===== config.mk =====
export PLATFORM = sky130hd
export DESIGN_NAME = gpio_debounce_irq
export DESIGN_NICKNAME = d
export VERILOG_FILES = /design/src/rtl/gpio_debounce_irq.sv
export SDC_FILE = /design/constraint.sdc
export NUM_CORES = 1
export LEC_CHECK = 0
export CAP_MARGIN = 20
export CORE_ASPECT_RATIO = 1.1
export CORE_UTILIZATION = 30
export CTS_CLUSTER_SIZE = 14
export DETAILED_ROUTE_END_ITERATION = 16
export GPL_TIMING_DRIVEN = 0
export PLACE_DENSITY = 0.56
export SYNTH_ARGS = -nofsm -noshare
export SYNTH_HDL_FRONTEND = slang
export SYNTH_SLANG_ARGS = --single-unit

===== constraint.sdc =====
create_clock -name clk -period 1.7 [get_ports clk]
set_clock_uncertainty 0.15 [all_clocks]
set_input_delay 0.425 -clock clk [delete_from_list [all_inputs] [get_ports clk]]
set_output_delay 0.425 -clock clk [all_outputs]
set_load 0.005 [all_outputs]

===== src/rtl/gpio_debounce_irq.sv =====
// gpio_debounce_irq: per-bit synchronizer, stability-counter debounce and sticky edge flags feeding one irq.
// Define GPIO_DEBOUNCE_IRQ_MASK_EN to add an irq_mask input that gates bits out of irq.
module gpio_debounce_irq #(
  parameter int Width          = 2,
  parameter int SyncStages     = 2,
  parameter int DebounceCycles = 4
) (
  input  logic             clk,
  input  logic             rst,
  input  logic [Width-1:0] gpio_in,
  output logic [Width-1:0] gpio_out,
  output logic [Width-1:0] rise_pending,
  output logic [Width-1:0] fall_pending,
  input  logic [Width-1:0] irq_clear,
`ifdef GPIO_DEBOUNCE_IRQ_MASK_EN
  input  logic [Width-1:0] irq_mask,
`endif
  output logic             irq
);

  localparam int CntW = (DebounceCycles > 1) ? $clog2(DebounceCycles) : 1;
  localparam logic [CntW-1:0] CntMax = CntW'(DebounceCycles - 1);

  // Synchronizer chain packed as one shift register; stage 0 occupies the low Width bits.
  logic [SyncStages*Width-1:0] r_sync;
  logic [Width-1:0]            w_s;
  logic [Width-1:0]            w_stable;
  logic [Width-1:0]            w_rise;
  logic [Width-1:0]            w_fall;
  logic [Width-1:0]            w_pend;

  always_ff @(posedge clk) begin
    if (rst) begin
      r_sync <= '0;
    end else begin
      r_sync <= {r_sync[(SyncStages-1)*Width-1:0], gpio_in};
    end
  end

  assign w_s = r_sync[SyncStages*Width-1 -: Width];

  for (genvar b = 0; b < Width; b++) begin : g_bit
    logic [CntW-1:0] r_cnt;
    logic            r_stable;
    logic            r_rise;
    logic            r_fall;
    logic            w_accept;

    assign w_accept = (w_s[b] != r_stable) && (r_cnt == CntMax);

    always_ff @(posedge clk) begin
      if (rst) begin
        r_cnt    <= '0;
        r_stable <= 1'b0;
        r_rise   <= 1'b0;
        r_fall   <= 1'b0;
      end else begin
        if ((w_s[b] == r_stable) || w_accept) begin
          r_cnt <= '0;
        end else begin
          r_cnt <= r_cnt + 1'b1;
        end
        if (w_accept) begin
          r_stable <= w_s[b];
        end
        // A set on the same edge as a clear wins.
        r_rise <= (r_rise & ~irq_clear[b]) | (w_accept &  w_s[b]);
        r_fall <= (r_fall & ~irq_clear[b]) | (w_accept & ~w_s[b]);
      end
    end

    assign w_stable[b] = r_stable;
    assign w_rise[b]   = r_rise;
    assign w_fall[b]   = r_fall;
  end

  assign gpio_out     = w_stable;
  assign rise_pending = w_rise;
  assign fall_pending = w_fall;

`ifdef GPIO_DEBOUNCE_IRQ_MASK_EN
  assign w_pend = (w_rise | w_fall) & ~irq_mask;
`else
  assign w_pend = w_rise | w_fall;
`endif

  assign irq = |w_pend;

endmodule


=== Word-level counts from Yosys, hierarchy flattened ===
Cells that the tools add are included.
Widths: inputs -> output; s select.

* $add $sub $neg: 2
* $mul: 0
* Div/mod/pow operators: 0
* Order comparisons: 0
* Equal/unequal tests: 6
* Shift-type cells: 0
* Mux-type cells: 0
* Bitwise logic cells: 17
* Reduce and logical (&&, ||, !) cells: 7

{| class="wikitable"
|+ Operators with widths
! kind !! count
|-
| $and 1x1->1 || 8
|-
| $reduce_or 2->1 || 3
|-
| $add 2x1->2 const B || 2
|-
| $eq 2x2->1 const B || 2
|-
| $not 1->1 || 4
|-
| $or 1x1->1 || 4
|-
| $eq 1x1->1 || 2
|-
| $logic_and 1x1->1 || 2
|-
| $logic_or 1x1->1 || 2
|-
| $ne 1x1->1 || 2
|-
| $or 2x2->2 || 1
|}

* Register bits: 14
* Bits in latches: 0
* Bits in writable memories: 0
* ROM bits: 0
* Output and inout bits: 7
* Logic and storage cells: 41
* Memories kept: 0

=== Depth between registers and ports, before layout ===
Gate-level depths: netlist (run 1).

* Depth in word-level cells: 4
* Depth in mapped cells: 3

=== Worst setup path before layout (run 1) ===
OpenSTA, ideal clock, no wires.

* Path kind: reg-to-output
* From: register g_bit[0].r_rise
* To: output irq
* Arrival: 816 ps
* Data required time: 1125 ps
* Setup slack: 309 ps
* Stages on the path, launching flop included: 2
* Path buffers: 0
* Path through: dfxtp_1 > or4_1

* Word-level cells in the longest chain between the ends: 2

{| class="wikitable"
|+ RTL lines
! what !! line !! RTL
|-
| start, declared || 45 || <nowiki>logic r_rise;</nowiki>
|-
| start signal, assigned || 67 || <nowiki>r_rise <= (r_rise & ~irq_clear[b]) | (w_accept & w_s[b]);</nowiki>
|-
| $or 2x2->2 || 84 || <nowiki>assign w_pend = w_rise | w_fall;</nowiki>
|-
| $reduce_or 2->1 || 87 || <nowiki>assign irq = |w_pend;</nowiki>
|-
| end, declared || 18 || <nowiki>output logic irq</nowiki>
|}

No other way between the ends.

=== Worst setup path after layout (run 1) ===
* From: register g_bit[1].r_fall
* To: output irq

* Word-level cells in the longest chain between the ends: 2

{| class="wikitable"
|+ RTL lines
! what !! line !! RTL
|-
| start, declared || 46 || <nowiki>logic r_fall;</nowiki>
|-
| start signal, assigned || 68 || <nowiki>r_fall <= (r_fall & ~irq_clear[b]) | (w_accept & ~w_s[b]);</nowiki>
|-
| $or 2x2->2 || 84 ||
|-
| $reduce_or 2->1 || 87 ||
|}

No other way between the ends.

==> results of run 1 <==
-- metrics by stage --
stage	utilization	setup TNS [ns]	std cells	hold slack, ns	area, µm²
after floorplan	-	0	50	0.255	558
after global placement	0.423	-0.126	79	0.268	699
after detailed placement	0.423	-0.121	79	0.275	699
after CTS	0.452	-0.289	85	0.288	746
after global routing	0.454	-0.277	85	0.307	749
final	0.454	-0.187	85	0.285	749
-- layout by cell type (no fill, tap or decap) --
cell type	Yosys	final
nor2b_1	4	4
nand3b_1	4	4
clkbuf_4	0	3
clkbuf_8	0	1
dlygate4sd2_1	0	4
a21oi_1	4	4
nor4b_2	2	2
nand2b_1	3	3
buf_2	0	1
dfxtp_2	0	5
nor2_1	2	2
mux2i_1	2	2
clkdlybuf4s50_1	0	6
dlymetal6s2s_1	0	1
buf_4	6	8
dfxtp_1	14	9
ha_1	2	2
xnor2_1	2	2
buf_6	1	1
or4_1	1	1
or2b_1	1	1
nor4_1	2	2
-- final timing paths --
path                                                    from                        endpoint  slack, ns  cells after the start
worst max-delay path              g_bit[1].r_fall$_SDFF_PP0_                             irq      -0.10                      2
worst min-delay path            g_bit[0].r_cnt[0]$_SDFF_PP0_    g_bit[0].r_cnt[0]$_SDFF_PP0_       0.28                      1
worst max register to register  g_bit[0].r_cnt[0]$_SDFF_PP0_  g_bit[0].r_stable$_SDFFE_PP0P_       0.57                      3
worst min register to register  g_bit[0].r_cnt[0]$_SDFF_PP0_    g_bit[0].r_cnt[0]$_SDFF_PP0_       0.28                      1
-- state kept, by name, summed over array words and instances, names as in the netlist --
signal and cells:
g_bit.r_fall 2, g_bit.r_cnt 4, r_sync 4, g_bit.r_rise 2
g_bit.r_stable 2
-- Yosys cell counts, drive strengths merged --
| master | number | share of area |
|---|---|---|
| mux2i | 2 | 0.036 |
| dfxtp | 14 | 0.50 |
| nor2b | 4 | 0.045 |
| nor4b | 2 | 0.054 |
| nand2b | 3 | 0.034 |
| or2b | 1 | 0.013 |
| nor4 | 2 | 0.022 |
| nor2 | 2 | 0.013 |
| ha | 2 | 0.045 |
| xnor2 | 2 | 0.031 |
| nand3b | 4 | 0.054 |
| a21oi | 4 | 0.036 |
| or4 | 1 | 0.013 |
| buf | 7 | 0.10 |
-- kinds of logic (layout without fill, tap and decap cells) --
logic type               after synthesis  after routing
AO/OA/AOI/OAI                          4              4
XOR/XNOR                               2              2
adder cells (fa/ha/maj)                2              2
buffers and inverters                  7             25
flip-flops                            14             14
multiplexers                           2              2
AND/OR/NAND/NOR                       19             19
-- routing by layer --
layer | vias to the layer above | share of wire | wire length (µm)
met5 | - | 0 | 0
met4 | 0 | 0.016 | 12
met3 | 2 | 0.069 | 52
met2 | 11 | 0.42 | 317
met1 | 171 | 0.49 | 371
li1 | 202 | - | -
-- layout make-up --
type,instances,share of cell area
multi-input combinational,29,0.295
timing repair buffer,14,0.170
sequential,14,0.382
buffer,7,0.0751
tap,17,0.0284
clock buffer,4,0.0484
-- where the power goes --
part	internal [mW]	switching (mW)	total (mW)
combinational	0.0185	0.00937	0.0279
sequential	0.333	0.00315	0.337
clock	0.130	0.101	0.231
total	0.482	0.114	0.595
-- worst max-delay path, stage by stage (launching register included) --
cell and delay (ns):
dfxtp_2 0.33, or4_1 0.50, buf_2 0.14
-- timing repair --
| action | 4_1_cts | 5_1_grt |
|---|---|---|
| setup endpoints to repair | 7 | 3 |
| resized for setup | 12 | 2 |
| pin swaps | 1 | 0 |
| setup buffers | 2 | 0 |
| cloned | 0 | 0 |
==> metrics.csv, run 1 <==
metric,value,unit
run_status,"finished, violations left",
violations,negative setup slack,
dp_hpwl,541,µm
via_count,386,
antenna_cells,0,
grt_pass1_wl,1230,µm
slew_violations,0,
crit_path_start_kind,flip-flop,
antenna_found_initial,0,
path_max_fanout,3,
layout-drive-gt1-share,0.309,
clk_pin_slew,0.09,ns
synthAdderAreaFrac,0.0448,
start_util,0.338,
die_area,0.00204,mm²
synth_nets,58,
cts_htree_levels,1,
synth-warning-count,0,
fin_crit_sh,1.06,
power,0.595,mW
final_antenna_net_count,0,
cp-end-kind,primary output,
setup_viol,2,
ir_drop,0.367,mV
grt_use_met1,0.101,
rows,15,
root_buffer,clkbuf_4,
use_met3,0.0231,
crit_required,1.12,ns
grt_usage,0.0856,
synthSimpleGateAreaFrac,0.249,
drt_iter0_markers,3,
synth_top_family_by_area,simple AND/OR/NAND/NOR gates,
die-height,47.2,µm
hold_class,reg2reg,
cp.arrival,1.23,ns
die_w,43.1,µm
fill_cells,169,
grt_start_max_net_pins,11,
postSynthAreaPerCell,11.2,µm²
power_density,794,mW/mm²
syn_inst,50,
routed_wl,754,µm
grt_pass1_vias,320,
tritoncts,yes,
seq_area,287,µm²
syn_area,558,µm²
clkLatencyLatePin,0.27,ns
cts_hold_buf,0,
drv_cap,0,
wl_per_cell,8.87,µm
cts_max_path_buffers,2,
place_ws,-0.121,ns
synth.distinct_cells,15,
yosysSeqAreaShare,0.502,
cts_buffers,3,
coreArea,0.00165,mm²
synth_compound_area_frac,0.0359,
relSlewSlack,0.831,
port_buffers,12,
drc,0,
dr.pass1.iters,4,
synth_seq_cells,14,
busiest_layer,met2,
maxClockFrequency,0.555,GHz
ios,13,
synth.area.mux_share,0.0359,
finalWeightedCongestion,0.596,
hold_violations,0,
clkSinkCount,14,
multi_input_area,221,µm²
fin_ws,-0.103,ns
overflow,0,
synth_xor_xnor_area_share,0.0314,
p_leak,0.332,nW
vias_per_cell,4.54,
period_minus_slack,1.80,ns
tightest_slew,0.252,ns
use_met2,0.131,
nNetsFinal,77,
area_growth,34.3,%
crit_type,reg2out,
rsz0062_at_grt,yes,
No activity file was read; power rests on OpenSTA's default activity.
==> run 2, diff against run 1 <==
SETUP_SLACK_MARGIN = 0.2   (was unset)
==> run 2 against run 1 <==
The flow still finishes with violations (negative setup slack). Final cell count grew 3.5%. Sequential power is essentially flat. Final area grew 5.0%. Flip-flop and latch count is the same. Global-route usage grew 0.32 points.
==> metrics.csv, run 2 (synthesized netlist as in run 1, its figures left out) <==
metric,value,unit
via_count,410,
fill_cells,170,
overflow,0,
p_leak,0.343,nW
rsz0062_at_grt,yes,
root_buffer,clkbuf_4,
cp-end-kind,primary output,
relSlewSlack,0.835,
drt_iter0_markers,2,
ios,13,
hold_violations,0,
ir_drop,0.327,mV
cts_htree_levels,1,
grt_pass1_wl,1280,µm
dp_hpwl,541,µm
crit_type,reg2out,
place_area,699,µm²
fin_area,787,µm²
die_area,0.00204,mm²
die-height,47.2,µm
violations,negative setup slack,
fin_tns_setup,-0.0929,ns
coreArea,0.00165,mm²
slowest_stage,or4_1,
area_growth,41.0,%
path_max_fanout,2,
dr.pass1.iters,4,
rows,15,
crit_required,1.12,ns
antenna_cells,0,
cts_max_path_buffers,2,
wl_per_cell,9.03,µm
fin_ws,-0.0929,ns
port_buffers,12,
slew_violations,0,
crit_path_cell_trace,or4_1 -> buf_2,
cts_buffers,3,
vias_per_cell,4.66,
routed_wl,795,µm
fin_crit_sh,1.05,
hold_slack,0.288,ns
start_util,0.338,
final_antenna_net_count,0,
grt_usage,0.0888,
finalWeightedCongestion,0.596,
grt_start_max_net_pins,11,
layout-drive-gt1-share,0.423,
clk_pin_slew,0.09,ns
reg_top3,"g_bit.r_cnt: 4 flops, r_sync: 4 flops",
setup_viol,1,
drc,0,
antenna_found_initial,0,
power_density,757,mW/mm²
critical_path.max_stage_delay,0.50,ns
cp.arrival,1.22,ns
final_cell_mix,"8 x buf_6, 8 x dfxtp_1, 7 x buf_4",
critPathBufInv,1,
die_w,43.1,µm
tightest_slew,0.246,ns
period_minus_slack,1.79,ns
clkLatencyLatePin,0.27,ns
cp_top_family,simple AND/OR/NAND/NOR gates,
drv_cap,0,
clkSinkCount,14,
maxClockFrequency,0.558,GHz
nNetsFinal,80,
run_status,"finished, violations left",
crit_path_start_kind,flip-flop,
tritoncts,yes,
hold_class,reg2reg,
grt_pass1_vias,342,
[run 2: cell types whose count changed in the layout (fill, tap and decap cells not counted)]
cell / before / now
clkdlybuf4s50_1: 6 / 5
buf_4: 8 / 7
clkbuf_2: 0 / 2
dfxtp_2: 5 / 6
dfxtp_1: 9 / 8
dlygate4sd2_1: 4 / 0
buf_6: 1 / 8
[run 2: through the flow]
step / setup WS (ns) / utilization / power, mW / cells
3_3_place_gp: -0.126 / 0.423 / 0.372 / 79
5_1_grt: -0.135 / 0.477 / 0.623 / 88
2_1_floorplan: 0.309 / - / 0.357 / 50
3_5_place_dp: -0.121 / 0.423 / 0.373 / 79
6_report: -0.0929 / 0.477 / 0.596 / 88
4_1_cts: -0.0996 / 0.478 / 0.600 / 88
[run 2: timing repair]
action	CTS	global route
resized for setup	31	5
setup endpoints to repair	7	7
setup buffers	5	0
pin swaps	1	1
hold buffers	0	0
[run 2: cell type report]
type                       count  area, µm²  share of cell area
sequential                    14        288               0.366
multi-input combinational     29        221               0.281
timing repair buffer          17        156               0.199
buffer                         7       63.8              0.0811
clock buffer                   4       36.3              0.0461
tap                           17       21.3              0.0270
[run 2: path summary, 6_finish.rpt]
check	to	cells after the start	start	slack [ns]
setup reg to reg	g_bit[0].r_stable$_SDFFE_PP0P_	3	g_bit[0].r_cnt[0]$_SDFF_PP0_	0.55
hold reg to reg	g_bit[0].r_cnt[0]$_SDFF_PP0_	1	g_bit[0].r_cnt[0]$_SDFF_PP0_	0.29
setup / recovery	irq	2	g_bit[1].r_fall$_SDFF_PP0_	-0.09
hold / removal	g_bit[0].r_cnt[0]$_SDFF_PP0_	1	g_bit[0].r_cnt[0]$_SDFF_PP0_	0.29
[run 2: where the power goes]
group,total [mW],internal [mW],switching [mW]
Combinational,0.0280,0.0185,0.00944
Clock,0.231,0.130,0.101
Sequential,0.336,0.333,0.00316
[run 2: routing by layer]
| layer | part of all wire | wire [µm] | up-vias | global-route usage |
|---|---|---|---|---|
| met1 | 0.48 | 378 | 188 | 0.103 |
| met3 | 0.064 | 51 | 2 | 0.0231 |
| met4 | 0.015 | 12 | 0 | 0.0727 |
| met2 | 0.44 | 351 | 11 | 0.140 |
| met5 | 0 | 0 | - | 0 |
| li1 | - | - | 209 | - |
[run 2: worst register-to-register path, stage by stage (launching register included)]
cell	delay [ns]
dfxtp_1	0.34
ha_1	0.27
mux2i_1	0.22
nor2_1	0.06
==> run 3, diff against run 2 <==
GPL_TIMING_DRIVEN = 1   (was 0)
PLACE_DENSITY = 0.57   (was 0.56)
clock period = 1.6 ns   (was 1.7 ns; I/O delays follow)
==> run 3 against run 2 <==
The run still ends with negative setup slack left. First-iteration DRC count grew to 3.5 times the previous value. Wire length shrank 12%. Non-clock buffer count shrank 5. Largest cell class unchanged. Critical path depth is the same. Final area shrank 6.8%. Die area is the same. Sequential power grew 6.3%.
==> metrics.csv, run 3 (synthesized netlist as in run 1, its figures left out) <==
metric,value,unit
period_minus_slack,1.76,ns
routed_wl,699,µm
slowest_stage,or4_1,
antenna_cells,0,
crit_type,reg2out,
cts_htree_levels,1,
drv_cap,0,
grt_usage,0.0823,
maxClockFrequency,0.568,GHz
place_area,681,µm²
placedCellCount,77,
cp_top_family,simple AND/OR/NAND/NOR gates,
grt_start_max_net_pins,9,
clkSinkCount,14,
hold_violations,0,
fin_ws,-0.162,ns
rows,15,
layout-drive-gt1-share,0.288,
p_leak,0.287,nW
place_ws,-0.198,ns
clk_pin_slew,0.08,ns
fin_area,733,µm²
area_growth,31.4,%
final_common_cell,dfxtp_1,
violations,negative setup slack,
final_cells,83,
ir_drop,0.406,mV
root_buffer,clkbuf_4,
coreArea,0.00165,mm²
fin_crit_sh,1.10,
nNetsFinal,75,
clkLatencyLatePin,0.27,ns
final_cell_mix,"10 x dfxtp_1, 7 x clkdlybuf4s50_1, 7 x buf_4",
ios,13,
dp_hpwl,524,µm
die_area,0.00204,mm²
grt_pass1_vias,317,
critical_path.max_stage_delay,0.50,ns
grt_pass1_wl,1190,µm
setup_viol,3,
port_buffers,12,
cp.depth,2,
die-height,47.2,µm
antenna_found_initial,0,
cts_hold_buf,0,
final_antenna_net_count,0,
drt_iter0_markers,7,
crit_path_start_kind,flip-flop,
wl_per_cell,8.42,µm
power_density,861,mW/mm²
slew_violations,0,
finalWeightedCongestion,0.663,
rr_worst_depth,3,
power,0.632,mW
run_status,"finished, violations left",
dr.pass1.iters,2,
reg_top3,"g_bit.r_cnt: 4 flops, r_sync: 4 flops",
start_util,0.338,
path_max_fanout,2,
cts_buffers,3,
vias_per_cell,4.42,
tightest_slew,0.252,ns
hold_class,reg2reg,
critPathBufInv,1,
cts_max_path_buffers,2,
drc,0,
cp.arrival,1.21,ns
rsz0062_at_grt,yes,
holdPathStages,1,
via_count,367,
tritoncts,yes,
cp-end-kind,primary output,
die_w,43.1,µm
relSlewSlack,0.831,
overflow,0,
crit_required,1.05,ns
crit_path_cell_trace,or4_1 -> buf_2,
[run 3: cell count changes in the layout (fill, tap and decap cells not counted), sizes merged]
cell | previous run | this run
buf | 16 | 9
clkdlybuf4s15 | 0 | 3
clkbuf | 6 | 4
clkdlybuf4s50 | 5 | 7
dlymetal6s2s | 1 | 0
[run 3: cell type report]
| type | count | area (µm²) |
|---|---|---|
| clock buffers | 4 | 36.3 |
| fillers | 170 | 918 |
| multi-input cells | 29 | 221 |
| flip-flops and latches | 14 | 285 |
| well taps | 17 | 21.3 |
| repair buffers | 19 | 169 |
[run 3: worst paths after layout]
check                                    start                             end  slack (ns)
setup / recovery    g_bit[1].r_fall$_SDFF_PP0_                             irq       -0.16
hold / removal    g_bit[1].r_cnt[0]$_SDFF_PP0_    g_bit[1].r_cnt[0]$_SDFF_PP0_        0.28
setup reg to reg  g_bit[0].r_cnt[0]$_SDFF_PP0_  g_bit[0].r_stable$_SDFFE_PP0P_        0.49
hold reg to reg   g_bit[1].r_cnt[0]$_SDFF_PP0_    g_bit[1].r_cnt[0]$_SDFF_PP0_        0.28
[run 3: report_power, final]
| part | leakage, nW | internal, mW | switching, mW | total [mW] |
|---|---|---|---|---|
| clock network | 0.0210 | 0.138 | 0.106 | 0.244 |
| logic | 0.150 | 0.0204 | 0.00964 | 0.0300 |
| registers | 0.116 | 0.354 | 0.00317 | 0.357 |
| total | 0.287 | 0.513 | 0.119 | 0.632 |
[run 3: what timing repair did]
| action | 4_1_cts | 5_1_grt |
|---|---|---|
| pin swaps | 1 | 0 |
| setup buffers | 2 | 0 |
| gates resized for setup | 18 | 1 |
| endpoints found under the setup margin | 7 | 4 |
[run 3: per-stage QoR]
stage | utilization | hold WS [ns] | TNS (ns)
finish | 0.444 | 0.281 | -0.427
global route | 0.444 | 0.316 | -0.580
CTS | 0.440 | 0.286 | -0.483
detailed placement | 0.412 | 0.270 | -0.198
global placement | 0.412 | 0.266 | -0.194
floorplan | - | 0.255 | 0
[run 3: metal layers]
layer	up-vias	global-route usage	share of wire	wire length, µm
met5	-	0	0	0
met3	2	0.0231	0.076	53
met4	0	0.0727	0.0086	6
met1	157	0.105	0.50	347
li1	197	-	-	-
met2	11	0.113	0.42	291
